==> config.mk <==
export PLATFORM = sky130hd
export DESIGN_NAME = knn_req_issuer
export DESIGN_NICKNAME = d
export VERILOG_FILES = /design/src/rtl/knn_pkg.sv /design/src/rtl/knn_frame_buf.sv /design/src/rtl/knn_req_issuer.sv
export SDC_FILE = /design/constraint.sdc
export NUM_CORES = 1
export LEC_CHECK = 0
export CORE_AREA = 4 4 257 259
export DETAILED_ROUTE_END_ITERATION = 6
export DIE_AREA = 0 0 261 263
export RECOVER_POWER = 100
export SYNTH_ARGS = -nofsm -noshare
export SYNTH_HDL_FRONTEND = slang
export SYNTH_SLANG_ARGS = --single-unit
==> constraint.sdc <==
create_clock -name clk -period 3.5 [get_ports clk]
set_input_delay 0.525 -clock clk [delete_from_list [all_inputs] [get_ports clk]]
set_output_delay 0.525 -clock clk [all_outputs]
set_load 0.02 [all_outputs]
==> src/rtl/knn_pkg.sv <==
// Shared constants and types for the dist_sort request issuer.
package knn_pkg;

  localparam int unsigned DIM     = 16;
  localparam int unsigned ELEM_W  = 4;
  localparam int unsigned VEC_W   = DIM * ELEM_W;
  localparam int unsigned NUM_VEC = 8;
  localparam int unsigned ADDR_W  = 3;
  localparam int unsigned TIMEOUT = 15;
  localparam int unsigned CNT_W   = 4;
  localparam int unsigned TMR_W   = $clog2(TIMEOUT + 1);

  typedef enum logic [2:0] {LOAD, DRAIN, ISSUE, WAIT, RESP} state_e;

  typedef struct packed {
    logic [ADDR_W-1:0] addr_1st;
    logic [ADDR_W-1:0] addr_2nd;
    logic              err;
  } resp_t;

endpackage

==> src/rtl/knn_frame_buf.sv <==
// Register file holding query + search vectors of one frame; all slots readable in parallel.
module knn_frame_buf
  import knn_pkg::*;
#(
  parameter int unsigned Slots = NUM_VEC + 1,
  parameter int unsigned Width = VEC_W
) (
  input  logic                         clk,
  input  logic                         rst_n,
  input  logic                         we,
  input  logic [CNT_W-1:0]             idx,
  input  logic [Width-1:0]             data,
  output logic [Slots-1:0][Width-1:0]  slots
);

  always_ff @(posedge clk or negedge rst_n) begin
    if (!rst_n) begin
      slots <= '0;
    end else if (we) begin
      slots[idx] <= data;
    end
  end

endmodule

==> src/rtl/knn_req_issuer.sv <==
// Assembles a 9-word frame, issues one request to dist_sort and returns its result or an error.
module knn_req_issuer
  import knn_pkg::*;
(
  input  logic              clk,
  input  logic              rst_n,
  input  logic              s_valid,
  output logic              s_ready,
  input  logic [VEC_W-1:0]  s_data,
  input  logic              s_last,
  output logic [VEC_W-1:0]  query,
  output logic [VEC_W-1:0]  search_0,
  output logic [VEC_W-1:0]  search_1,
  output logic [VEC_W-1:0]  search_2,
  output logic [VEC_W-1:0]  search_3,
  output logic [VEC_W-1:0]  search_4,
  output logic [VEC_W-1:0]  search_5,
  output logic [VEC_W-1:0]  search_6,
  output logic [VEC_W-1:0]  search_7,
  output logic              in_valid,
  input  logic [ADDR_W-1:0] addr_1st,
  input  logic [ADDR_W-1:0] addr_2nd,
  input  logic              out_valid,
  output logic              r_valid,
  input  logic              r_ready,
  output logic [ADDR_W-1:0] r_addr_1st,
  output logic [ADDR_W-1:0] r_addr_2nd,
  output logic              r_err
);

  localparam resp_t RespErr = '{addr_1st: '0, addr_2nd: '0, err: 1'b1};

  state_e                          state_q;
  logic   [CNT_W-1:0]              cnt_q;
  logic   [TMR_W-1:0]              timer_q;
  resp_t                           resp_q;
  logic   [NUM_VEC:0][VEC_W-1:0]   slots;
  logic                            hs;
  logic                            buf_we;

  assign hs     = s_valid & s_ready;
  assign buf_we = hs & (state_q == LOAD);

  knn_frame_buf u_frame_buf (
    .clk   (clk),
    .rst_n (rst_n),
    .we    (buf_we),
    .idx   (cnt_q),
    .data  (s_data),
    .slots (slots)
  );

  assign query    = slots[0];
  assign search_0 = slots[1];
  assign search_1 = slots[2];
  assign search_2 = slots[3];
  assign search_3 = slots[4];
  assign search_4 = slots[5];
  assign search_5 = slots[6];
  assign search_6 = slots[7];
  assign search_7 = slots[8];

  assign r_addr_1st = resp_q.addr_1st;
  assign r_addr_2nd = resp_q.addr_2nd;
  assign r_err      = resp_q.err;

  always_ff @(posedge clk or negedge rst_n) begin
    if (!rst_n) begin
      state_q  <= LOAD;
      cnt_q    <= '0;
      timer_q  <= '0;
      resp_q   <= '0;
      s_ready  <= 1'b0;
      in_valid <= 1'b0;
      r_valid  <= 1'b0;
    end else begin
      case (state_q)
        LOAD: begin
          s_ready <= 1'b1;
          if (hs) begin
            if (s_last) begin
              s_ready <= 1'b0;
              if (cnt_q == CNT_W'(NUM_VEC)) begin
                state_q  <= ISSUE;
                in_valid <= 1'b1;
              end else begin
                state_q <= RESP;
                r_valid <= 1'b1;
                resp_q  <= RespErr;
              end
            end else if (cnt_q == CNT_W'(NUM_VEC)) begin
              // Frame overran its last slot: swallow words until the sender ends it.
              state_q <= DRAIN;
            end else begin
              cnt_q <= cnt_q + 1'b1;
            end
          end
        end
        DRAIN: begin
          if (hs && s_last) begin
            s_ready <= 1'b0;
            state_q <= RESP;
            r_valid <= 1'b1;
            resp_q  <= RespErr;
          end
        end
        ISSUE: begin
          in_valid <= 1'b0;
          timer_q  <= '0;
          state_q  <= WAIT;
        end
        WAIT: begin
          if (out_valid) begin
            resp_q  <= '{addr_1st: addr_1st, addr_2nd: addr_2nd, err: 1'b0};
            r_valid <= 1'b1;
            state_q <= RESP;
          end else if (timer_q == TMR_W'(TIMEOUT - 1)) begin
            // Last permitted WAIT cycle passed without a result.
            resp_q  <= RespErr;
            r_valid <= 1'b1;
            state_q <= RESP;
          end else begin
            timer_q <= timer_q + 1'b1;
          end
        end
        RESP: begin
          if (r_ready) begin
            r_valid <= 1'b0;
            cnt_q   <= '0;
            s_ready <= 1'b1;
            state_q <= LOAD;
          end
        end
        default: state_q <= LOAD;
      endcase
    end
  end

endmodule
==> run summary, run 1 <==
First-pass GRT wire length - 107000 um
Crit start category - flip-flop
Worst hold path class - flip-flop to flip-flop
CP cell instances - nor3_1 > nand3_4 > nor3_4 > clkbuf_4 > mux2_2
Power Total - 29600 uW
Most common cell after layout, fill and taps aside - dfrtp_1
RSZ-0062 raised after global routing - no
Syn Area/Cell - 16.9 sq um
Failing checks - max-capacitance violations, max-slew violations
Distinct cells, synth - 40
WS Path Type - flip-flop to flip-flop
Fin Setup TNS - 0 ps
Transition time of the tightest slew-check pin - 2300 ps
Synth-to-Final Area Change - 44.0%
IO Port Bufs - 661
Async SR Flop Fraction - 100%
CP required - 3960 ps
FF+latch area - 14900 sq um
Worst Reg-to-Reg Cells - 5
Final nets - 2118
Worst endpoint data arrival time - 3320 ps
R2R Setup Slk - 640 ps
Post-synthesis sequential area ratio - 66.2%
Drt wl/cell - 24.4 um
CP delay by family, top - simple AND/OR/NAND/NOR gates
ANT nets after route - 0
FMAX - 0.350 GHz
Die width - 261 um
Final Worst Setup Slack - 641 ps
Max incr delay on CP - 660 ps
CTS tree - yes
Total gr overflow - 0
Max Slew Vio Count - 66
Layout cells sized above 1 - 32.8%
Outcome - complete, but fails checks
Peak supply drop - 0.000508 V
Routed Wire Length - 71900 um
CP Capture Type - flip-flop
Worst Path Max Fanout - 33
Vias per Instance - 4.82
Post-layout util - 50.8%
TritonCTS buffer count - 67
Critical path's slowest cell - nor3_1
Syn_nets - 1417
Tcrit/Tclk final - 81.7%
WP buf/inv - 1
Die Ht - 263 um
Max Buffers Root-to-Sink - 3
HPWL Detailed - 50400 um
Clock Latency Late Sink - 600 ps
Most frequent cells in the layout - dfrtp_1 (597), dlygate4sd3_1 (587), mux2_2 (535)
Reg2reg end - u_frame_buf.slots[22]$_DFFE_PN0P_
Hold_sp - u_frame_buf.slots[4]$_DFFE_PN0P_
Post-synth EDFFs - 0
Root buf cell - clkbuf_16
Core area - 63900 sq um
# setup viols final - 0
# IOs - 662
Pre-CTS WS - 709 ps
Clock transition at path regs - 60 ps
Vias in the first global route - 15500
Synth Register Bits - 597
Hold Vio Cnt, Final - 0
Largest net degree at the start of global routing - 73
Die ar. - 68600 sq um
Max-cap violations - 1
Synth Cell Area - 22600 sq um
Worst slew margin - -53.2%
Drt pass-1 iters - 4
Reg-to-Reg Start - state_q[0]$_DFFE_PN0P_
Routability cong. - 0.784
Worst Hold Depth - 1
Clk sink count - 597
Filler cells - 5330
Remaining DRCs - 0
Power Density - 912 nW/um^2
Crit path time final - 2860 ps
DR iter-0 viols - 467
Synth warnings - 0
Syn Inst Count - 1335
Final instance area - 32500 sq um
Num rows - 93
Lkg Pwr - 0.0158 uW
Synth Flop Type - dfrtp_1
Starting Density - 35.3%
Worst Hold End - u_frame_buf.slots[4]$_DFFE_PN0P_
GRT Util Overall - 20.7%
Total vias in the final route - 14200
Antenna violations before repair - 5
Multi-input combinational cell area - 7190 sq um
Clock skew - 12.6 ps
H-tree depth - 3
Post-DP Area - 30300 sq um
Postcts setup bufs - 0
-- routing by layer --
metal  vias to the layer above  global-route usage [%]  wire length (um)
met5                         -                       0                13
met3                       122                    6.38              5270
met4                         2                    8.57              2830
met1                      7441                    24.3             27400
li1                       6204                       -                 -
met2                       438                    35.2             36300
-- per-stage QoR --
step / cells / hold WS (ps)
finish: 2946 / 476
floorplan: 1335 / 229
global route: 2945 / 494
detailed placement: 2821 / 474
CTS: 2943 / 487
global placement: 2821 / 469
-- worst register-to-register path: cells and delay by family (launching register included) --
kind | cells | cell delay (ps)
simple gates | 3 | 1090
mux | 1 | 460
buf+inv | 1 | 650
flops | 1 | 530
-- logic make-up after synthesis --
kind of cell,synth area share (%)
buffers and inverters,1.72
multiplexers,29.0
AND/OR/NAND/NOR,1.63
flip-flops,66.2
AO/OA/AOI/OAI,1.05
adder cells (fa/ha/maj),0.333
-- sequential cells by signal, indices dropped and copies added (netlist names) --
signal,cells
r_valid,1
cnt_q,4
u_frame_buf.slots,576
r_addr_1st,3
r_addr_2nd,3
s_ready,1
in_valid,1
state_q,3
r_err,1
timer_q,4
-- report_power, final --
group	internal, uW	total, uW	leakage, uW	switching (uW)
registers	9420	10700	0.00779	1300
clock network	4300	7130	0.00112	2830
logic	5450	11800	0.00691	6310
-- cell type report --
class	instances	area share [%]
repair buffers	694	21.5
inverters	7	0.0809
clock buffers	95	6.05
clock inverters	26	0.905
flip-flops and latches	597	46.0
diodes	3	0.0231
well taps	855	3.29
multi-input cells	669	22.1
-- synth_stat cells (6+ instances only) --
| master | count | share of area [%] |
|---|---|---|
| a22o_1 | 11 | 0.43 |
| buf_2 | 31 | 0.69 |
| buf_4 | 24 | 0.80 |
| clkbuf_1 | 7 | 0.12 |
| dfrtp_1 | 597 | 66 |
| ha_1 | 6 | 0.33 |
| inv_1 | 7 | 0.12 |
| mux2_1 | 45 | 2.2 |
| mux2_2 | 535 | 27 |
| nand2_1 | 6 | 0.10 |
| nand2b_1 | 6 | 0.17 |
| nor2_1 | 8 | 0.13 |
-- repair_timing --
item / in CTS / in global routing
hold buffers: 1 / 0
resized for setup: 0 / 0
hold endpoints to repair: 58 / 0
-- worst max path at each step --
stage                            from                                  to  slack (ps)  cells after the start
6_report       state_q[0]$_DFFE_PN0P_   u_frame_buf.slots[22]$_DFFE_PN0P_         640                      5
5_1_grt                         rst_n              timer_q[3]$_DFFE_PN0P_         440                      3
4_1_cts        state_q[0]$_DFFE_PN0P_  u_frame_buf.slots[355]$_DFFE_PN0P_         970                      5
3_5_place_dp                  s_valid  u_frame_buf.slots[355]$_DFFE_PN0P_         710                      5
3_3_place_gp                  s_valid  u_frame_buf.slots[358]$_DFFE_PN0P_         750                      5
2_1_floorplan    cnt_q[0]$_DFFE_PN0P_  u_frame_buf.slots[526]$_DFFE_PN0P_        1410                      8
Power figures use the tool's default switching activity.
==> run 2: changes to the inputs <==
--- a/config.mk
+++ b/config.mk
@@ -5,9 +5,10 @@
 export SDC_FILE = /design/constraint.sdc
 export NUM_CORES = 1
 export LEC_CHECK = 0
-export CORE_AREA = 4 4 257 259
+export CORE_AREA = 4 4 256 258
 export DETAILED_ROUTE_END_ITERATION = 6
-export DIE_AREA = 0 0 261 263
+export DIE_AREA = 0 0 260 262
+export PLACE_DENSITY = 0.66
 export RECOVER_POWER = 100
 export SYNTH_ARGS = -nofsm -noshare
 export SYNTH_HDL_FRONTEND = slang
==> constraint.sdc (replaced) <==
create_clock -name clk -period 2.3 [get_ports clk]
set_input_delay 0.345 -clock clk [delete_from_list [all_inputs] [get_ports clk]]
set_output_delay 0.345 -clock clk [all_outputs]
set_load 0.02 [all_outputs]
==> run summary, run 2 (synthesized netlist as in run 1, its figures left out) <==
Outcome - complete, but fails checks
Failing checks - max-capacitance violations, max-slew violations
Worst Hold Depth - 2 (+1)
Die Ht - 262 um (-0.38%)
Total gr overflow - 0 (unchanged)
Most flops, register - u_frame_buf.slots
Worst endpoint data arrival time - 2700 ps (-620 ps)
ANT nets after route - 0 (unchanged)
TritonCTS buffer count - 61 (-9.0%)
Antenna violations before repair - 1 (-4)
Peak supply drop - 0.000739 V (+45%)
Num rows - 92 (-1.1%)
Most frequent cells in the layout - dfrtp_1 (597), dlygate4sd3_1 (586), mux2_2 (535)
Filler cells - 5237 (-1.7%)
Reg-to-Reg Start - state_q[1]$_DFFE_PN0P_
CP Capture Type - flip-flop
Layout cells sized above 1 - 32.9% (+0.13 points)
Max Buffers Root-to-Sink - 3 (unchanged)
Reg2reg end - u_frame_buf.slots[413]$_DFFE_PN0P_
WS Path Type - flip-flop to flip-flop
Remaining DRCs - 0 (unchanged)
Largest net degree at the start of global routing - 62 (-15%)
Final nets - 2128 (+0.47%)
Root buf cell - clkbuf_16
Reg power frac - 36.6% (+0.4 points)
Most common cell after layout, fill and taps aside - dfrtp_1
Synth-to-Final Area Change - 43.7%
CTS tree - yes
R2R Setup Slk - 90 ps (-550 ps)
Switching pwr - 15700 uW (+51%)
Starting Density - 35.8% (+0.51 points)
HPWL Detailed - 50600 um (+0.34%)
Crit path time final - 2210 ps (-648 ps)
Transition time of the tightest slew-check pin - 1550 ps (-751 ps)
First-pass GRT wire length - 104000 um (-2.3%)
Clock skew - 26.8 ps (+14.2 ps)
Lkg Pwr - 0.0158 uW (-0.17%)
Routability cong. - 0.774 (-1.3%)
Clock Latency Late Sink - 620 ps (+20 ps)
Gate power share - 40.7% (+1.0 points)
Clock transition at path regs - 60 ps (about the same)
CP required - 2790 ps (-1170 ps)
IO Port Bufs - 661 (unchanged)
Finished Layout Cells - 2939 (-0.24%)
Vias per Instance - 4.88 (+1.1%)
FF+latch area - 14900 sq um (unchanged)
CTS resizes - 0 (unchanged)
Worst slew margin - -3.18% (+50 points)
Vias in the first global route - 15300 (-1.2%)
# setup viols final - 0 (unchanged)
Worst Setup SP - state_q[1]$_DFFE_PN0P_
Die width - 260 um (-0.38%)
Power Density - 1370 nW/um^2 (+50%)
Clk sink count - 597 (unchanged)
# IOs - 662 (unchanged)
H-tree depth - 2 (-1)
Die ar. - 68100 sq um (-0.76%)
Total vias in the final route - 14300 (+0.89%)
FMAX - 0.452 GHz (+29%)
Max FFs per register - 576 (unchanged)
Worst hold path class - input port to flip-flop
Core area - 63000 sq um (-1.4%)
Drt wl/cell - 24.2 um (-0.89%)
Max Slew Vio Count - 36 (-45%)
GRT Util Overall - 20.2% (-0.44 points)
Multi-input combinational cell area - 7220 sq um (+0.35%)
Tcrit/Tclk final - 96.2% (+14 points)
Internal power component - 28700 uW (+50%)
Clk pwr share - 22.6% (-1.5 points)
Routed Wire Length - 71100 um (-1.1%)
Hold Vio Cnt, Final - 0 (unchanged)
Worst Path Max Fanout - 33 (unchanged)
Net Sw Frac - 35.4% (+0.14 points)
Biggest regs - u_frame_buf.slots: 576 flops, cnt_q: 4 flops, timer_q: 4 flops
Fin Setup TNS - 0 ps (unchanged)
RSZ-0062 raised after global routing - no
Crit start category - flip-flop
Worst Hold End - r_addr_2nd[1]$_DFFE_PN0P_
Postcts setup bufs - 0 (unchanged)
Hold_sp - addr_2nd[1]
Max-cap violations - 1 (unchanged)
Placed insts - 2828 (+0.25%)
Worst Reg-to-Reg Cells - 6 (+1)
Drt pass-1 iters - 4 (unchanged)
DR iter-0 viols - 695 (+49%)
-- run 2: cell count changes in the layout (fill, tap and decap cells not counted), moves of 3 or more --
cell | before | now
buf_6 | 0 | 15
clkbuf_1 | 13 | 17
clkbuf_8 | 14 | 7
clkbuf_2 | 3 | 8
buf_4 | 16 | 8
bufinv_16 | 5 | 8
clkbuf_16 | 69 | 61
-- run 2: repair_timing --
item | in CTS | in global routing
setup endpoints to repair | 0 | 0
hold endpoints to repair | 23 | 0
hold buffers | 1 | 0
-- run 2: worst max-delay path: stages, from the launching register on --
cell	delay (ps)
dfrtp_1	410
nor3_4	350
nand4_2	140
buf_2	210
nor2_4	140
buf_6	420
mux2_2	400
-- run 2: worst max path at each step --
stage / to / slack, ps / cells after the start
2_1_floorplan: u_frame_buf.slots[526]$_DFFE_PN0P_ / 210 / 8
3_3_place_gp: u_frame_buf.slots[368]$_DFFE_PN0P_ / 70 / 6
3_5_place_dp: u_frame_buf.slots[289]$_DFFE_PN0P_ / 50 / 6
4_1_cts: s_ready / 50 / 1
5_1_grt: s_ready / 20 / 1
6_report: u_frame_buf.slots[413]$_DFFE_PN0P_ / 90 / 6
-- run 2: metal layers --
metal | GRT usage, % | vias up | wire (um)
met2 | 35.2 | 457 | 36600
met5 | 0 | - | 0
met3 | 6.17 | 121 | 5250
met1 | 23.8 | 7533 | 26700
met4 | 7.21 | 0 | 2540
li1 | - | 6222 | -
-- run 2: power by group through the flow --
| stage | Combinational [uW] | Clock (uW) | Sequential, uW |
|---|---|---|---|
| 2_1_floorplan | 4580 | 0 | 21000 |
| 3_3_place_gp | 19500 | 0 | 16500 |
| 3_5_place_dp | 19700 | 0 | 16600 |
| 4_1_cts | 19800 | 10300 | 16500 |
| 5_1_grt | 19000 | 10700 | 16800 |
| 6_report | 18100 | 10100 | 16300 |
-- run 2: metrics by stage --
| stage | util [%] | hold WS, ps | setup slack [ps] | cell area (sq um) | power (uW) |
|---|---|---|---|---|---|
| after detailed placement | 48.6 | 325 | 53.4 | 30600 | 36400 |
| after global placement | 48.6 | 326 | 71.5 | 30600 | 36000 |
| after global routing | 51.5 | 335 | 21.4 | 32400 | 46500 |
| final | 51.5 | 362 | 88.1 | 32400 | 44400 |
| after CTS | 51.8 | 258 | 52.4 | 32600 | 46600 |
| after floorplan | - | 49.4 | 207 | 22600 | 25600 |
-- run 2: cell type report --
| class | instances | share of cell area [%] |
|---|---|---|
| Clock inverter | 27 | 1.08 |
| Inverter | 7 | 0.0810 |
| Antenna cell | 1 | 0.00772 |
| Multi-Input combinational cell | 669 | 22.3 |
| Tap cell | 846 | 3.26 |
| Sequential cell | 597 | 46.1 |
| Timing Repair Buffer | 710 | 22.1 |
| Clock buffer | 82 | 5.17 |
